File: config.mk
export PLATFORM = sky130hd
export DESIGN_NAME = ifetch_line
export DESIGN_NICKNAME = d
export VERILOG_FILES = /design/src/rtl/core_pkg.sv /design/src/rtl/ifetch_line.sv
export SDC_FILE = /design/constraint.sdc
export NUM_CORES = 1
export LEC_CHECK = 0
export CORE_UTILIZATION = 37
export DETAILED_ROUTE_END_ITERATION = 10
export GPL_TIMING_DRIVEN = 0
export PLACE_DENSITY = 0.77
export SYNTH_ARGS = -nofsm -noshare
export SYNTH_HDL_FRONTEND = slang
export SYNTH_SLANG_ARGS = --single-unit
File: constraint.sdc
create_clock -name clk -period 1.8 [get_ports clk]
set_input_delay 0.36 -clock clk [delete_from_list [all_inputs] [get_ports clk]]
set_output_delay 0.36 -clock clk [all_outputs]
set_load 0.01 [all_outputs]
File: src/rtl/core_pkg.sv
// Shared types and constants for the instruction-fetch front end.
package core_pkg;

  localparam int unsigned ILEN_DEFAULT = 32;
  localparam int unsigned LINE_BYTES   = 16;

  typedef enum logic [1:0] {
    IDLE  = 2'd0,
    REQ   = 2'd1,
    WAIT  = 2'd2,
    DRAIN = 2'd3
  } ifetch_state_t;

  typedef logic [3:0][ILEN_DEFAULT-1:0] iline_t;

endpackage

File: src/rtl/ifetch_line.sv
// Instruction-line fetch stage feeding the instruction queue.
// Walks a line-aligned PC, requests 16-byte lines over req/gnt/rval, buffers
// one returned line and pushes it whole into the queue. Redirects retarget the
// PC and drop stale fetches.
// Optional build macro IFETCH_PERF_EN adds saturating perf_lines/perf_stall
// counters.
module ifetch_line
  import core_pkg::*;
#(
  parameter int unsigned      XLEN     = 32,
  parameter int unsigned      ILEN     = 32,
  parameter logic [XLEN-1:0]  RESET_PC = '0
) (
  input  logic                 clk,
  input  logic                 rst_n,
  input  logic                 redir_val,
  input  logic [XLEN-1:0]      redir_pc,
  output logic                 imem_req,
  output logic [XLEN-1:0]      imem_addr,
  input  logic                 imem_gnt,
  input  logic                 imem_rval,
  input  logic [4*ILEN-1:0]    imem_rdata,
  input  logic                 fq_full,
  output logic                 fq_psh,
  output logic [3:0][ILEN-1:0] fq_din,
  output logic [1:0]           fq_ofs
`ifdef IFETCH_PERF_EN
  ,
  output logic [31:0]          perf_lines,
  output logic [31:0]          perf_stall
`endif
);

  typedef logic [3:0][ILEN-1:0] line_t;

  ifetch_state_t   state_q, state_d;
  logic [XLEN-1:0] pc_q, pc_d;
  logic            buf_val_q, buf_val_d;
  line_t           buf_q, buf_d;
  logic [1:0]      buf_ofs_q, buf_ofs_d;
  logic [1:0]      ofs_pend_q, ofs_pend_d;
  logic [XLEN-1:0] redir_line;
  logic            unused_redir_lsb;

  // pc is kept line-aligned at all times, so it drives imem_addr directly
  assign redir_line       = {redir_pc[XLEN-1:4], 4'b0000};
  assign unused_redir_lsb = ^redir_pc[1:0];
  assign imem_addr        = pc_q;
  assign fq_din           = buf_q;
  assign fq_ofs           = buf_ofs_q;

  // Queue push and memory request qualification
  always_comb begin
    fq_psh   = buf_val_q & ~fq_full & ~redir_val;
    imem_req = (state_q == REQ) & (~buf_val_q | fq_psh);
  end

  // Next-state, pc and line-buffer update; redirect handling overrides last
  always_comb begin
    state_d    = state_q;
    pc_d       = pc_q;
    buf_val_d  = buf_val_q;
    buf_d      = buf_q;
    buf_ofs_d  = buf_ofs_q;
    ofs_pend_d = ofs_pend_q;

    if (fq_psh) buf_val_d = 1'b0;

    case (state_q)
      IDLE: state_d = REQ;
      REQ: begin
        if (imem_req && imem_gnt) begin
          state_d = WAIT;
          pc_d    = pc_q + XLEN'(LINE_BYTES);
        end
      end
      WAIT: begin
        if (imem_rval) begin
          buf_d      = imem_rdata;
          buf_val_d  = 1'b1;
          buf_ofs_d  = ofs_pend_q;
          ofs_pend_d = 2'b00;
          state_d    = REQ;
        end
      end
      DRAIN: begin
        if (imem_rval) state_d = REQ;
      end
      default: state_d = IDLE;
    endcase

    // A redirect in DRAIN that coincides with the stale response still leaves
    // to REQ: the one outstanding response has been consumed, so staying in
    // DRAIN would wait for data that never arrives.
    if (redir_val) begin
      buf_val_d  = 1'b0;
      pc_d       = redir_line;
      ofs_pend_d = redir_pc[3:2];
      case (state_q)
        REQ:     state_d = (imem_req && imem_gnt) ? DRAIN : REQ;
        WAIT:    state_d = imem_rval ? REQ : DRAIN;
        DRAIN:   state_d = imem_rval ? REQ : DRAIN;
        default: state_d = REQ;
      endcase
    end
  end

  // State, pc and line-buffer registers
  always_ff @(posedge clk or negedge rst_n) begin
    if (!rst_n) begin
      state_q    <= IDLE;
      pc_q       <= {RESET_PC[XLEN-1:4], 4'b0000};
      buf_val_q  <= 1'b0;
      buf_q      <= '0;
      buf_ofs_q  <= 2'b00;
      ofs_pend_q <= 2'b00;
    end else begin
      state_q    <= state_d;
      pc_q       <= pc_d;
      buf_val_q  <= buf_val_d;
      buf_q      <= buf_d;
      buf_ofs_q  <= buf_ofs_d;
      ofs_pend_q <= ofs_pend_d;
    end
  end

`ifdef IFETCH_PERF_EN
  // Saturating counters of pushed lines and queue-full stall cycles
  always_ff @(posedge clk or negedge rst_n) begin
    if (!rst_n) begin
      perf_lines <= '0;
      perf_stall <= '0;
    end else begin
      if (fq_psh && (perf_lines != '1)) perf_lines <= perf_lines + 32'd1;
      if (buf_val_q && fq_full && (perf_stall != '1)) perf_stall <= perf_stall + 32'd1;
    end
  end
`endif

endmodule

==> results.py <==
metrics = {
    "routing": {
        "wirelength_um": 20200,
        "drc": 0,
        "drtAntennaViolNets": 0,
        "drt_first_pass_iters": 4,
        "dr_total_vias": 5732,
        "top_layer": "met4",
        "dr_wl_met2_um": 10400,
        "vias_per_cell": 5.02,
        "wl_met1_um": 7490,
        "drtIter0Drc": 232,
        "route.met3.wl_um": 1870,
        "wl_per_cell_um": 17.7,
    },
    "timing": {
        "finalCritPeriodShare_pct": 102,
        "fin_worst_skew_ps": 20.3,
        "hold_viol_final": 0,
        "max_freq_ghz": 0.543,
        "slew_violations": 0,
        "tightestPinTransition_ps": 708,
        "setup_viol": 2,
        "setup_ws_ps": -41.5,
        "min_period_ps": 1840,
        "slew_headroom_pct": 52.4,
        "rsz0062_at_grt": "yes",
    },
    "yosys": {
        "synth_top_area_share_pct": 59.9,
        "synth_edf_count": 0,
        "ys_top_cells_by_area": "dfrtp_1 (60%), mux2_2 (21%), or4_1 (1.9%)",
        "yosysTopAreaCell": "dfrtp_1",
        "ys_async_sr_fraction_pct": 100,
        "ys_warn_count": 0,
        "synth_cells": 511,
        "syn-cell-area_um2": 6810,
        "ys_types": 46,
        "syn_area_per_cell_um2": 13.3,
        "synth_ff_type": "dfrtp_1",
        "ys_ff_latch": 163,
        "yosysSeqAreaShare_pct": 59.9,
    },
    "min_path": {
        "hp-class": "in -> reg",
    },
    "final_layout": {
        "diodes": 0,
        "finalNonFillerCells": 1141,
        "final_area_um2": 11500,
        "drive_gt1_share_pct": 29.1,
        "n_fill_cell": 1448,
        "nets": 1066,
        "area_growth_pct": 68.2,
    },
    "worst_setup_path": {
        "cp_num_buf_inv": 0,
        "critPathSlowestCell": "or4_1",
        "cp.required_ps": 2140,
        "max_stage_delay_ps": 540,
        "worstSetupPathType": "reg -> reg",
        "arrival_ps": 2180,
        "start_kind": "flip-flop",
        "cp_common_cell": "or4_1",
        "crit_chain": "nand4_1, or4_1, or4_1, a31oi_1",
        "worst-path-max-fanout": 6,
        "cp-end-kind": "flip-flop",
        "critical-path-top-delay-family": "simple AND/OR/NAND/NOR gates",
    },
    "grt": {
        "antenna_found_initial": 0,
        "grt_pass1_wl_um": 30200,
        "grt_max_degree": 87,
        "grt_overflow_total": 0,
        "grt_pass1_vias": 5742,
        "grt_usage_pct": 21.1,
    },
    "floorplan": {
        "die_w_um": 138,
        "die_h_um": 138,
        "ios": 330,
        "coreArea_um2": 18000,
        "start_util_pct": 37.8,
        "rows": 49,
        "die-area_um2": 19000,
    },
    "placement": {
        "place_inst": 1066,
        "gp_congestion": 0.829,
        "placed_cell_area_um2": 10400,
        "post-dp-hpwl_um": 14500,
        "port-buffer-count": 322,
        "pre_cts_ws_ps": -1130,
    },
    "clock_tree": {
        "root_buffer": "clkbuf_16",
        "cts_tree": "done",
        "cts_buffers": 17,
        "h-tree-depth": 4,
        "worstSkewPairLatency_ps": 430,
        "cts_max_path_buffers": 2,
        "cts_sinks": 163,
        "path_clk_slew_ps": 70,
    },
    "pwr": {
        "total_leakage_power_uw": 0.00487,
        "power_uw": 16100,
        "p_per_area_nw_per_um2": 1400,
        "ir_worst_vdd_mv": 0.880,
    },
    "run": {
        "cap_violations": 0,
    },
    "status": {
        "status": "finished with violations",
        "failed_checks": "setup timing",
    },
}
sequential cells by signal, summed over array words and instances (netlist names):
signal      flops
buf_val_q       1
ofs_pend_q      2
state_q         2
fq_ofs          2
fq_din        128
imem_addr      28
Yosys cell counts (all sizes together), types with 2 or more instances:
cell type    n
a21oi        2
o21ai       18
nor2b        4
nand3       17
nor4         7
nand2       24
clkbuf      21
or4         18
nand2b       2
nand3b       2
o31ai       13
and3         5
nand4       11
a22oi        2
xor2         2
o21a         2
buf          7
nor2        20
a31oi       16
mux2       130
nor3         2
xnor2        5
dfrtp      163
or3          3
cells by family (layout without fill, tap and decap cells):
logic type,count (synthesis),count (layout),synth area share [%]
flip-flops,163,163,59.9
buffers and inverters,31,429,2.20
AO/OA/AOI/OAI,56,56,5.27
multiplexers,131,131,21.6
AND/OR/NAND/NOR,121,121,9.88
other,1,4,0.0550
adder cells (fa/ha/maj),1,1,0.184
XOR/XNOR,7,7,0.900
worst min-delay path: cells and delay by family:
| family | cells | cell delay, ps |
|---|---|---|
| buffers and inverters | 1 | 290 |
| AOI/OAI and AO/OA | 1 | 60 |
| and+or+nand+nor | 1 | 80 |
placed cells by master, fill, tap and decap left out, types with 15 or more instances in the layout:
cell type,synthesis,layout
clkdlybuf4s50_1,0,300
clkbuf_16,0,17
or4_1,17,15
mux2_2,130,130
nand2_1,24,23
dfrtp_1,163,151
nor2_1,20,19
o21ai_0,17,15
a31oi_1,16,16
buf_4,4,47
final timing paths:
check                                           from                         to  slack (ps)  depth (start not counted)
max reg2reg                imem_addr[25]$_DFFE_PN0P_  imem_addr[31]$_DFFE_PN0P_         -40                          4
min in group asynchronous                      rst_n      fq_din[4]$_DFFE_PN0P_         480                          2
max in group asynchronous                      rst_n    fq_din[114]$_DFFE_PN0P_         490                          3
min reg2reg                   fq_din[47]$_DFFE_PN0P_     fq_din[47]$_DFFE_PN0P_         500                          1
max                        imem_addr[25]$_DFFE_PN0P_  imem_addr[31]$_DFFE_PN0P_         -40                          4
min                                          fq_full        buf_val_q$_DFF_PN0_         410                          3
per-stage QoR:
stage	hold slack [ps]	TNS (ps)	util, %
global route	411	-530	63.6
detailed placement	382	-112830	57.6
finish	411	-48.0	63.6
CTS	383	-63.5	62.5
global placement	485	-1185650	57.5
floorplan	64.4	-191	-
final cells by class:
cell class | instances | area (um^2) | area share, %
Inverter | 2 | 7.51 | 0.0655
Multi-Input combinational cell | 320 | 2670 | 23.3
Timing Repair Buffer | 367 | 3590 | 31.4
Clock buffer | 17 | 425 | 3.71
Sequential cell | 163 | 4090 | 35.7
Tap cell | 229 | 287 | 2.50
Clock inverter | 15 | 184 | 1.60
Buffer | 28 | 196 | 1.71
timing repair:
action | in CTS | in global routing
buffers inserted | 27 | 16
setup endpoints to repair | 164 | 107
pin swaps | 7 | 11
endpoints found under the hold margin | 77 | 0
hold buffers | 1 | 0
gates resized for setup | 51 | 35
report_power, final:
group	internal, uW	switching [uW]
Sequential	5190	824
Combinational	4080	2280
Clock	2000	1700
per-layer routing:
metal,up-vias,track usage (%)
met3,36,7.80
met2,255,36.1
li1,2660,-
met1,2781,23.5
met5,-,0
met4,0,8.76
Note: power is estimated with default switching activity, not from simulation.
